### src/rtl/seg7_scan.sv
// rtl/seg7_scan.sv - Time-multiplexed scanner for a common-anode 7-segment bank
// Tear-free: a newly loaded value is only applied at the frame boundary.
module seg7_scan #(
    parameter int NUM_DIGITS  = 8,
    parameter int REFRESH_DIV = 50000
) (
    input  logic                    clk,
    input  logic                    rst_n,
    input  logic [4*NUM_DIGITS-1:0] value,
    input  logic                    load,
    input  logic                    blank_lz,
    output logic [3:0]              digit,
    output logic                    digit_en,
    output logic [NUM_DIGITS-1:0]   an,
    output logic                    frame_done
);

    localparam int CW = (REFRESH_DIV > 1) ? $clog2(REFRESH_DIV) : 1;
    localparam int IW = $clog2(NUM_DIGITS);
    localparam logic [CW-1:0] CNT_MAX = CW'(REFRESH_DIV - 1);
    localparam logic [IW-1:0] IDX_MAX = IW'(NUM_DIGITS - 1);

    logic [CW-1:0]           cnt;
    logic [IW-1:0]           idx;
    logic [4*NUM_DIGITS-1:0] shadow;
    logic [4*NUM_DIGITS-1:0] staging;
    logic                    pending;

    logic                    tick;
    logic                    wrap;
    logic [NUM_DIGITS-1:0]   zero_from;
    logic [NUM_DIGITS-1:0]   onehot;
    logic                    blank;

    assign tick = (cnt == CNT_MAX);
    assign wrap = tick && (idx == IDX_MAX);

    // zero_from[k] is set when nibbles k..NUM_DIGITS-1 of shadow are all zero
    always_comb begin
        zero_from = '0;
        zero_from[NUM_DIGITS-1] = (shadow[4*(NUM_DIGITS-1) +: 4] == 4'h0);
        for (int k = NUM_DIGITS - 2; k >= 0; k--) begin
            zero_from[k] = zero_from[k+1] && (shadow[4*k +: 4] == 4'h0);
        end
    end

    always_comb begin
        onehot = '0;
        onehot[idx] = 1'b1;
    end

    assign blank = blank_lz && (idx != '0) && zero_from[idx];

    always_ff @(posedge clk or negedge rst_n) begin
        if (!rst_n) begin
            cnt <= '0;
            idx <= '0;
        end else if (tick) begin
            cnt <= '0;
            idx <= (idx == IDX_MAX) ? '0 : idx + 1'b1;
        end else begin
            cnt <= cnt + 1'b1;
        end
    end

    // A load coinciding with the wrap bypasses staging so it is not lost
    always_ff @(posedge clk or negedge rst_n) begin
        if (!rst_n) begin
            shadow  <= '0;
            staging <= '0;
            pending <= 1'b0;
        end else if (wrap && load) begin
            shadow  <= value;
            staging <= value;
            pending <= 1'b0;
        end else if (load) begin
            staging <= value;
            pending <= 1'b1;
        end else if (wrap && pending) begin
            shadow  <= staging;
            pending <= 1'b0;
        end
    end

    always_ff @(posedge clk or negedge rst_n) begin
        if (!rst_n) begin
            an         <= '1;
            digit      <= 4'h0;
            digit_en   <= 1'b0;
            frame_done <= 1'b0;
        end else begin
            frame_done <= wrap;
            if (blank) begin
                an       <= '1;
                digit    <= 4'h0;
                digit_en <= 1'b0;
            end else begin
                an       <= ~onehot;
                digit    <= shadow[4*idx +: 4];
                digit_en <= 1'b1;
            end
        end
    end

endmodule

### config.mk
export PLATFORM = sky130hd
export DESIGN_NAME = seg7_scan
export DESIGN_NICKNAME = d
export VERILOG_FILES = /design/src/rtl/seg7_scan.sv
export SDC_FILE = /design/constraint.sdc
export NUM_CORES = 1
export LEC_CHECK = 0
export ABC_AREA = 1
export BUFFER_PORTS_ARGS = -buffer_cell sky130_fd_sc_hd__buf_4
export CAP_MARGIN = 20
export CORE_ASPECT_RATIO = 0.9
export CORE_MARGIN = 4
export CORE_UTILIZATION = 55
export CTS_BUF_LIST = sky130_fd_sc_hd__clkbuf_2 sky130_fd_sc_hd__clkbuf_4 sky130_fd_sc_hd__clkbuf_8
export CTS_CLUSTER_DIAMETER = 120
export CTS_CLUSTER_SIZE = 28
export DETAILED_ROUTE_END_ITERATION = 6
export HOLD_SLACK_MARGIN = 0.02
export PLACE_DENSITY_LB_ADDON = 0.08
export SYNTH_ARGS = -nofsm -noshare
export SYNTH_HDL_FRONTEND = slang
export SYNTH_SLANG_ARGS = --single-unit
### constraint.sdc
create_clock -name clk -period 2.1 [get_ports clk]
set_input_delay 0.63 -clock clk [delete_from_list [all_inputs] [get_ports clk]]
set_output_delay 0.63 -clock clk [all_outputs]
set_load 0.05 [all_outputs]
# After elaboration in Yosys (flattened, before gate mapping)
# Cells that the tools add are included.
# Widths: inputs -> output; s select.
# classes
n_addsub	2
n_lt_le_gt_ge	2
n_eq_ne	3
n_shift	1
mux	17
bitwise	1
n_reduce_logical	26
# op_table
op	n
$mux 32	5
$logic_not 4->1	8
$shiftx 32x6->4	1
$add 16x1->16 const B	1
$eq 16x16->1 const B	1
$mux 16	1
$logic_and 1x1->1	13
$mux 8	1
$not 8->8	1
$mux 1	6
$reduce_bool 3->1	2
$lt 3x4->1 const B	1
$mux 4	1
$reduce_bool 2->1	2
$add 3x1->3 const B	1
$bmux 1 s3	1
$demux 1 s3	1
$eq 3x3->1 const B	1
$ge 3x1->1 const B	1
$mux 3	1
$ne 2x1->1 const B	1
$reduce_and 2->1	1
# word_totals
ff_bits	98
output_inout_bits	14

# Logic depth before layout (Yosys ltp)
# Gate-level depths: netlist of the first run.
# logic_depth
word_depth	12
ltp_mapped	11

# Worst setup path after synthesis of the first run
# OpenSTA, ideal clock, no wires.
# synth_path
path_kind	register to register
from	register idx[0]
to	register an[0]
setup_time_ps	63
t_arrival_ps	1420
path_slack_ps	617
path_stages_with_launch	11
n_path_buf	1
period_less_slack_ps	1483
path_cell_list	dfrtp_1 -> buf_2 -> inv_2 -> ha_1 -> a21boi_0 -> nand2_1 -> inv_1 -> nand2_1 -> nor2_1 -> nand3_2 -> nand2_1
# synth_via
elab_chain_len	6
elab_cells_between_ends	12
classes_between	order compare (2); mux (5); bitwise (1); reduce/logical (4)
# synth_rtl
element	line_no	rtl
start: declaration	24	logic [IW-1:0] idx;
start signal: assignment	60	idx <= (idx == IDX_MAX) ? '0 : idx + 1'b1;
$lt 3x4->1 (not written as such) or $ge 3x1->1 (tied branches)	49	onehot[idx] = 1'b1;
$logic_and 1x1->1 (not written as such)	49	
$mux 1 (not written as such)	49	
$demux 1 s3	49	
$not 8->8	98	an <= ~onehot;
$mux 8 *	93	if (blank) begin
end signal: assignment	98	
end: declaration	14	output logic [NUM_DIGITS-1:0] an,
# Every way passes the cells marked *; elsewhere a longest branch is shown, timed or not. The select of a mux whose other input is x is not followed.
# A chain may end at the register's enable or synchronous reset.

# Final worst setup path of the first run
# layout_path
from	register idx[0]
to	register an[1]
# The elaborated chain is that of the path after synthesis.

==> results of run 1 <==
-- registers in the layout (all words and copies together) (netlist names) --
register    flops
shadow         32
an              8
cnt            16
digit           4
frame_done      1
idx             3
digit_en        1
pending         1
staging        32
-- Yosys cell counts, types with 2 or more instances --
cell	number
dfrtp_1	90
nor2_1	50
buf_6	6
clkbuf_1	6
inv_1	48
nand2_1	250
nand4_1	5
nand2_2	2
o21ai_0	7
nor3_1	9
nor2_4	3
dfstp_2	8
a21oi_1	5
nand3_1	16
ha_1	4
inv_2	5
o21bai_1	2
a22o_1	2
xor2_1	7
o22ai_1	3
clkinv_1	2
nand2_4	3
-- metrics by stage --
step	total power [mW]	utilization, %	cells	setup slack, ns	hold WS, ns
2_1_floorplan	2.169	-	551	0.6168	0.3344
3_3_place_gp	2.310	61.76	691	0.3734	0.4517
3_5_place_dp	2.317	61.76	691	0.2793	0.4567
4_1_cts	3.592	64.31	707	0.2633	0.06650
5_1_grt	3.717	64.31	707	0.07283	0.06697
6_report	3.539	64.31	707	0.2491	0.08180
-- cells in the final DEF (no fill, tap or decap), types with 8 or more instances in the layout --
cell,synthesis,final
inv_1,48,48
buf_4,0,53
dfstp_2,8,8
nor3_1,9,9
nand2_1,250,250
clkbuf_8,1,9
nand3_1,16,16
dfrtp_1,90,90
nor2_1,50,50
-- worst max-delay path: stages (launching register included) --
cell	delay (ns)
dfrtp_1	0.56
inv_2	0.18
ha_1	0.23
a21boi_0	0.23
nand2_1	0.11
inv_1	0.06
nand2_1	0.05
nor2_1	0.11
nand3_2	0.16
nand2_1	0.11
-- layout make-up --
cell class,count,share of cell area (%)
Timing Repair Buffer,55,8.481
Tap cell,99,2.399
Sequential cell,98,47.69
Clock inverter,7,1.575
Inverter,56,4.095
Multi-Input combinational cell,383,33.37
Clock buffer,9,2.399
-- metal layers --
layer	vias up	global-route usage, %	part of all wire [%]
met5	-	0	0
met4	0	6.041	0.92
met3	8	3.786	4.8
met2	78	33.97	46
met1	1635	33.25	49
li1	1797	-	-
-- logic make-up after synthesis --
logic type / Yosys count / share of synthesized area, %
AND/OR/NAND/NOR: 345 / 31.91
AO/OA/AOI/OAI: 27 / 3.860
flip-flops: 98 / 54.65
XOR/XNOR: 7 / 1.361
buffers and inverters: 70 / 7.109
adder cells (fa/ha/maj): 4 / 1.111
-- report_power, final --
part	switching [mW]	internal, mW
Sequential	0.0367	1.97
Combinational	0.167	0.107
Clock	0.692	0.570
Total	0.897	2.64
-- how the worst max path moves through the flow --
stage                       from  endpoint  slack [ns]  depth (start not counted)
final                     idx[0]     an[1]        0.25                          9
after floorplan           idx[0]     an[0]        0.62                         10
after global placement    idx[0]     an[4]        0.37                          9
after global routing      idx[0]     an[6]        0.07                          9
after detailed placement  idx[0]     an[7]        0.28                          9
after CTS                 idx[0]     an[1]        0.26                          9
==> results.md, run 1 <==
* Post-CTS Setup Inserts at 0
* Port bufs at slightly below 50
* Initial DRC Count at 188
* WP data required at 2.40 ns
* Critical path type: reg -> reg
* Worst R2R End: an[1]
* Initial core utilization at about 56%
* Global route total overflow at 0
* Top-area cell type share of the netlist area at roughly 50%
* Flop2flop setup slack at 0.25 ns
* Full die area at roughly 0.0097 mm²
* Post-synth ARST share at between 90% and 100%
* Global placement routability congestion at 0.9319
* DIE WIDTH at 103.4 µm
* Yosys top cell by area: dfrtp_1
* Dpl hpwl at 7.247 mm
* Reg clk slew, reported paths at 0.10 ns
* Vias per cell at 4.976
* # rows at 31
* EDFF count, synth at 0
* DR pass1 iterations at 4
* N_diodes at 0
* Final critical-path required period at 1.851 ns
* DRC viols at 0
* Post-synthesis cell type count at 40
* Clk sink count at 98
* FF-to-FF path depth at 9
* RSZ-0062 raised after global routing: no
* Die H at between 90 and 100 µm
* DR WL/cell at between 10 and 15 µm
* Worst R2R Start: idx[0]
* CP max FO at 10
* Seq/Total Area, Yosys at 54.65%
* H-tree depth at 3
* Clk Latency, worst-skew pair at 0.37 ns
* P_leak at 2.812 nW
* Core ar. at ~0.008 mm²
* Layout Skew at roughly 0.012 ns
* CTS tree: done
* # setup viols final at 0
* Actual slew at the worst max-slew pin at 0.4821 ns
* Vias in the first global route at between 3000 and 4000
* Largest cells by area after synthesis: dfrtp_1 (50%), nand2_1 (21%), dfstp_2 (4.7%), nor2_1 (4.2%), inv_1 (4.0%)
* Via count at 3518
* Initial antenna violation count at 0
* Post-Syn Area at 0.004506 mm²
* First-pass GRT wire length at 16.93 mm
* Routed WL at 9.661 mm
* Top_reg_cell synth: dfrtp_1
* GRT Total Usage at around 22%
* Max_slew headroom at 67.56%
* Fmax achieved at 0.5403 GHz
* Startpoint types: flop
* Maximum vdd drop at 0.4633 mV
* Nets at 643
* Total CTS buffers at 9
* Critical path arrival at 2.15 ns
* Layout cells sized above 1 at 15.95%
* Pin count of the biggest net entering global routing at 57
* Filler Cell Count at 716
* Min-Delay Path Class: in -> async
* Clock Path Buffers at 2
* Status: finished clean
* Max Slew Vio Count at 0
* Multi-input logic area at about 0.0017 mm²
* Hold buffers post-CTS at 0
* PD cells at 685.3 mW/mm²
* Final ANT Viol Nets at 0
* Period Utilization, post-route at roughly 90%
* Synth warn at 0
* Design area at approximately 0.0052 mm²
* Placed instance area at 0.004959 mm²
* Layout area overhead at 14.61%
* IO Count at 50
* Register area at approximately 0.0025 mm²
* Syn_area_per_cell at between 8 and 9 µm²
* Synth Instances at 551
* Max-cap violations at 0
* Post-Syn Nets at 591
* Setup_tns at 0 ns
* Worst setup EP type: flop
* CTS root buf: clkbuf_8
* Synth Register Bits at roughly 100
* Final-report hold violation count at 0
* Post-CTS sizing at 0
No activity file was read; power rests on OpenSTA's default activity.
==> inputs of run 2 (changes only) <==
- ABC_AREA: 1 -> 0
==> run 2 against run 1 <==
Compared with the run above: critical path type unchanged; maximum frequency down 9.9%; critical endpoint is now shadow[9]; highest routed layer unchanged; clock power down 5%; synthesized area down 5.1%; sequential cell count unchanged; first-iteration DRC count down 53%; core utilization up 3.6 points; wire length down 16%; clock-buffer cell count up 1; global-route usage down 3.8 points; combinational power down 26%.
==> results.md, run 2 <==
* Synth Instances at 302 (-45%)
* Clk Latency, worst-skew pair at 0.36 ns (about the same)
* Reg clk slew, reported paths at 0.09 ns (about the same)
* Hold buffers post-CTS at 0 (unchanged)
* Global route total overflow at 0 (unchanged)
* Slowest-stage cell, CP: or4b_4
* Syn_area_per_cell at 14.17 µm² (+73%)
* Max_slew headroom at 66.43% (-1.1 points)
* WP data required at 2.34 ns (-0.06 ns)
* Clock Path Buffers at 2 (unchanged)
* Vias per cell at 5.469 (+9.9%)
* Min-Delay Path Class: in -> async
* First-pass GRT wire length at 13.44 mm (-21%)
* DIE WIDTH at 101.0 µm (-2.4%)
* Final Core Density at 67.96% (+3.6 points)
* CTS root buf: clkbuf_8
* DRC viols at 0 (unchanged)
* Nets at 412 (-36%)
* CP max FO at 18 (+8)
* Seq/Total Area, Yosys at 57.56% (+2.9 points)
* Dpl hpwl at 5.893 mm (-19%)
* Layout area overhead at 19.86%
* Yosys top cell by area: dfrtp_1
* Synth warn at 0 (unchanged)
* Period Utilization, post-route at 97.82% (+9.7 points)
* Commonest non-fill, non-tap cell in the layout: dfrtp_1
* Status: finished clean
* Layout Skew at 0.01113 ns (-0.0004936 ns)
* GRT Total Usage at 18.58% (-3.8 points)
* Largest family of logic cells by synthesized area: multiplexers
* # setup viols final at 0 (unchanged)
* Synth Area in Compound Gates at 3.802% (-0.058 points)
* Top-area cell type share of the netlist area at 52.65% (+2.7 points)
* Final ANT Viol Nets at 0 (unchanged)
* Post-Syn Nets at 342 (-42%)
* IO Count at 50 (unchanged)
* Filler Cell Count at 548 (-23%)
* Post-CTS Setup Inserts at 0 (unchanged)
* Actual slew at the worst max-slew pin at 0.4990 ns (+0.01684 ns)
* DR pass1 iterations at 4 (unchanged)
* N_diodes at 0 (unchanged)
* Most frequent cell after synthesis: dfrtp_1
* Port bufs at 49 (unchanged)
* Most frequent cells in the layout: dfrtp_1 (90), buf_4 (68), mux2_2 (35)
* Maximum vdd drop at 0.3331 mV (-28%)
* P_leak at 2.515 nW (-11%)
* Post-synthesis xor/xnor area fraction at 2.662% (+1.3 points)
* Max incr delay on CP at 0.57 ns (about the same)
* Fmax achieved at 0.4868 GHz (-9.9%)
* Initial core utilization at 56.70% (+0.58 points)
* Synth Register Bits at 98 (unchanged)
* Top_reg_cell synth: dfrtp_1
* Post-Syn Area at 0.004278 mm² (-5.1%)
* Largest cells by area after synthesis: dfrtp_1 (53%), mux2_4 (11%), mux2_2 (9.2%), dfstp_2 (4.9%), mux4_2 (3.2%)
* Synth Area in Adders at 1.170% (+0.059 points)
* Core ar. at 0.007545 mm² (-6.0%)
* Post-synthesis cell type count at 39 (-2.5%)
* PD cells at 656.0 mW/mm² (-4.3%)
* Initial DRC Count at 88 (-53%)
* Dpl ws at 0.03627 ns (-0.2430 ns)
* Max-cap violations at 0 (unchanged)
* Worst path cell trace: or4b_4 -> nor4_4 -> nand3b_4 -> buf_12 -> mux2_4
* Largest regs: shadow x32, staging x32, cnt x16
* Startpoint types: flop
* H-tree depth at 3 (unchanged)
* Via count at 2587 (-26%)
* Pin count of the biggest net entering global routing at 43 (-25%)
* Initial antenna violation count at 0 (unchanged)
* Total CTS buffers at 9 (unchanged)
* Max Slew Vio Count at 0 (unchanged)
* Setup slack after layout at 0.04581 ns (-0.2033 ns)
* Die H at 91.67 µm (-2.3%)
* Post-CTS sizing at 0 (unchanged)
* Critical path arrival at 2.29 ns (+0.14 ns)
* CTS tree: done
* Synth cell count leaders: dfrtp_1 (90), mux2_2 (35), mux2_4 (30), nand2_1 (16), nor2_1 (14)
* Simple-gate share of the synthesized area at 9.301% (-23 points)
* Vias in the first global route at 2706 (-23%)
* Final-report hold violation count at 0 (unchanged)
* # rows at 30 (-3.2%)
* Routed WL at 8.089 mm (-16%)
* RSZ-0062 raised after global routing: yes
* Layout cells sized above 1 at 45.62% (+30 points)
* Full die area at 0.009255 mm² (-4.6%)
* CP delay by family, top: simple AND/OR/NAND/NOR gates
* Total power at 3.363 mW (-5.0%)
* Global placement routability congestion at 0.8419 (-9.7%)
* Worst setup EP type: flop
* Buffers & Inverters on Critical Path at 1 (-1)
* DR WL/cell at 17.10 µm (+25%)
* Final critical-path required period at 2.054 ns (+0.2033 ns)
* EDFF count, synth at 0 (unchanged)
* Post-synth ARST share at 100.0% (unchanged)
* Critical path type: reg -> reg
* Clk sink count at 98 (unchanged)
* Post-synthesis mux area share at 23.14% (+23 points)
run 2: layout make-up:
cell class | count | area, µm² | area share (%)
Timing Repair Buffer | 72 | 590.6 | 11.52
Sequential cell | 98 | 2462 | 48.02
Clock buffer | 10 | 131.4 | 2.562
Tap cell | 96 | 120.1 | 2.343
Multi-Input combinational cell | 183 | 1727 | 33.68
Clock inverter | 6 | 66.31 | 1.293
Inverter | 8 | 30.03 | 0.5857
run 2: path summary, 6_finish.rpt:
kind,start,to,slack [ns],cells past startpoint
max,cnt[7],shadow[9],0.05,5
min,rst_n,staging[22],0.18,1
max reg2reg,cnt[7],shadow[9],0.05,5
min reg2reg,cnt[0],cnt[0],0.50,1
max in group asynchronous,rst_n,an[2],1.31,2
min in group clk,cnt[0],cnt[0],0.50,1
run 2: where the power goes:
group / switching, mW / total (mW) / internal (mW)
clock network: 0.630 / 1.20 / 0.568
registers: 0.0142 / 1.96 / 1.95
logic: 0.0952 / 0.204 / 0.109
total: 0.740 / 3.36 / 2.62
run 2: through the flow:
step | TNS, ns | hold slack [ns] | std cells | area, µm²
2_1_floorplan | 0 | 0.3344 | 302 | 4278
6_report | 0 | 0.1814 | 473 | 5127
4_1_cts | 0 | 0.1816 | 473 | 5115
3_5_place_dp | 0 | 0.4698 | 457 | 4917
3_3_place_gp | 0 | 0.4665 | 457 | 4917
5_1_grt | -0.4001 | 0.1872 | 473 | 5127
run 2: cell families (layout without fill, tap and decap cells):
group,Yosys count,in the layout
buffers and inverters,21,96
muxes,72,72
xor gates and xnor gates,13,13
AOI/OAI and AO/OA,23,23
and+or+nand+nor,71,71
adders and majority gates,4,4
DFF,98,98
run 2: layer usage:
layer / global-route usage, % / wire length, µm
met5: 0 / 0
met4: 5.869 / 68
met3: 4.715 / 491
met2: 26.81 / 3613
met1: 27.69 / 3914
run 2: worst register-to-register path, delay by kind of cell, from the launching register on:
| family | cells | cell delay [ns] |
|---|---|---|
| buf+inv | 1 | 0.19 |
| simple gates | 3 | 1.06 |
| flops | 1 | 0.39 |
| mux | 1 | 0.31 |
==> inputs of run 3 (changes only) <==
- CTS_BUF_LIST: sky130_fd_sc_hd__clkbuf_2 sky130_fd_sc_hd__clkbuf_4 sky130_fd_sc_hd__clkbuf_8 -> unset
- clock period: 2.1 -> 2.42 ns (I/O delays scaled with it)
==> run 3 against run 2 <==
Compared with the run above: first-iteration DRC count rose by 11%; global-route usage rose by 0.35 points; die area did not move; sequential power fell by 13%; non-clock buffer count fell by 11; wire length fell by 0.79%; clock skew rose by 0.0024 ns; core utilization fell by 1.8 points.
==> results.md, run 3 (synthesis results as in run 2) <==
* Post-CTS sizing at 0 (unchanged)
* Initial core utilization at 56.70% (unchanged)
* Maximum vdd drop at 0.3199 mV (-4.0%)
* Clk pwr share at 35.7% (about the same)
* Max_slew headroom at 67.10% (+0.67 points)
* Routed WL at 8.025 mm (-0.79%)
* Switching share of power at 21.61% (-0.38 points)
* Dpl ws at 0.3088 ns (+0.2726 ns)
* DR WL/cell at 17.37 µm (+1.6%)
* H-tree depth at 3 (unchanged)
* Dpl hpwl at 5.850 mm (-0.72%)
* Core ar. at 0.007545 mm² (unchanged)
* Design area at 0.004994 mm² (-2.6%)
* Logic pwr share at 5.9% (-0.2 points)
* Nets at 401 (-2.7%)
* Worst setup EP type: flop
* Largest regs: shadow x32, staging x32, cnt x16
* Startpoint types: flop
* CTS tree: done
* IO Count at 50 (unchanged)
* Most frequent cells in the layout: dfrtp_1 (90), buf_4 (60), mux2_2 (35)
* Internal power at 2.284 mW (-13%)
* Clock Path Buffers at 2 (unchanged)
* DIE WIDTH at 101.0 µm (unchanged)
* Min-Delay Path Class: in -> async
* Pin count of the biggest net entering global routing at 40 (-7.0%)
* Layout Skew at 0.01358 ns (+0.002449 ns)
* Clk sink count at 98 (unchanged)
* Total CTS buffers at 9 (unchanged)
* Global placement routability congestion at 0.8372 (-0.56%)
* Initial antenna violation count at 0 (unchanged)
* DRC viols at 0 (unchanged)
* Actual slew at the worst max-slew pin at 0.4890 ns (-0.009929 ns)
* Sw Pwr at 629.6 µW (-15%)
* Status: finished clean
* Commonest non-fill, non-tap cell in the layout: dfrtp_1
* Reg clk slew, reported paths at 0.09 ns (about the same)
* P_leak at 2.392 nW (-4.9%)
* Final critical-path required period at 2.131 ns (+0.07638 ns)
* Setup slack after layout at 0.2894 ns (+0.2436 ns)
* Critical path arrival at 2.38 ns (+0.09 ns)
* Period Utilization, post-route at 88.04% (-9.8 points)
* # rows at 30 (unchanged)
* Post-CTS Setup Inserts at 0 (unchanged)
* Clk Latency, worst-skew pair at 0.36 ns (about the same)
* N_diodes at 0 (unchanged)
* DR pass1 iterations at 4 (unchanged)
* RSZ-0062 raised after global routing: no
* # setup viols final at 0 (unchanged)
* First-pass GRT wire length at 13.71 mm (+2.0%)
* CP max FO at 21 (+3)
* Setup_tns at 0 ns (unchanged)
* Via count at 2575 (-0.46%)
* Vias in the first global route at 2694 (-0.44%)
* GRT Total Usage at 18.93% (+0.35 points)
* Full die area at 0.009255 mm² (unchanged)
* Final-report hold violation count at 0 (unchanged)
* Layout area overhead at 16.73%
* Final hold slack at 0.3331 ns (+0.1517 ns)
* Fmax achieved at 0.4694 GHz (-3.6%)
* Max Slew Vio Count at 0 (unchanged)
* Layout cells sized above 1 at 43.44% (-2.2 points)
* Global route total overflow at 0 (unchanged)
* Initial DRC Count at 98 (+11%)
* Die H at 91.67 µm (unchanged)
* Hold buffers post-CTS at 0 (unchanged)
* Max-cap violations at 0 (unchanged)
* Vias per cell at 5.574 (+1.9%)
* PD cells at 583.5 mW/mm² (-11%)
* WP data required at 2.66 ns (+0.32 ns)
* Critical path type: reg -> reg
* Placed instance area at 0.004797 mm² (-2.4%)
* Flop pwr share at 58.4% (about the same)
* Port bufs at 49 (unchanged)
* Final ANT Viol Nets at 0 (unchanged)
* CTS root buf: clkbuf_8
* Filler Cell Count at 590 (+7.7%)
[run 3: changes by cell type in the layout (fill, tap and decap cells not counted), moves of 2 or more]
cell,before,now
clkinv_4,2,0
buf_4,68,60
clkinvlp_4,0,2
buf_12,4,1
[run 3: final timing paths]
path / depth (start not counted) / endpoint / from / slack (ns)
worst max-delay path: 5 / shadow[14] / cnt[7] / 0.29
worst min-delay path: 1 / staging[22] / rst_n / 0.33
worst max register to register: 5 / shadow[14] / cnt[7] / 0.29
worst min register to register: 1 / cnt[0] / cnt[0] / 0.49
max in group asynchronous: 2 / an[3] / rst_n / 1.48
min in group clk: 1 / cnt[0] / cnt[0] / 0.49
[run 3: critical path, cell delays in order (launching register included)]
cell	delay (ns)
dfrtp_1	0.42
or4b_4	0.58
nor4_4	0.30
nand3b_2	0.11
buf_4	0.26
mux2_4	0.34
[run 3: area by class of cell]
type | count | area [µm²] | share of cell area (%)
sequential | 98 | 2462 | 49.31
tap | 96 | 120.1 | 2.405
clock inverter | 5 | 55.05 | 1.102
multi-input combinational | 183 | 1714 | 34.33
inverter | 8 | 30.03 | 0.6014
timing repair buffer | 61 | 470.5 | 9.421
clock buffer | 11 | 141.4 | 2.831
[run 3: power by group through the flow]
| stage | sequential, mW | combinational [mW] | clock [mW] |
|---|---|---|---|
| floorplan | 1.73 | 0.0777 | 0 |
| global placement | 1.73 | 0.174 | 0 |
| detailed placement | 1.74 | 0.177 | 0 |
| CTS | 1.70 | 0.178 | 1.07 |
| global route | 1.71 | 0.193 | 1.14 |
| finish | 1.70 | 0.172 | 1.04 |
[run 3: through the flow]
step           utilization [%]  std cells  total power [mW]
2_1_floorplan                -        302             1.807
3_3_place_gp             63.58        446             1.906
3_5_place_dp             63.58        446             1.912
4_1_cts                  66.19        462             2.952
5_1_grt                  66.19        462             3.038
6_report                 66.19        462             2.914
[run 3: metal layers]
metal | wire (µm) | share of wire, % | up-vias | track usage, %
met1 | 3979 | 50 | 1285 | 27.65
met5 | 0 | 0 | - | 0
li1 | - | - | 1213 | -
met4 | 110 | 1.4 | 0 | 5.648
met2 | 3529 | 44 | 65 | 27.96
met3 | 405 | 5.0 | 12 | 4.943
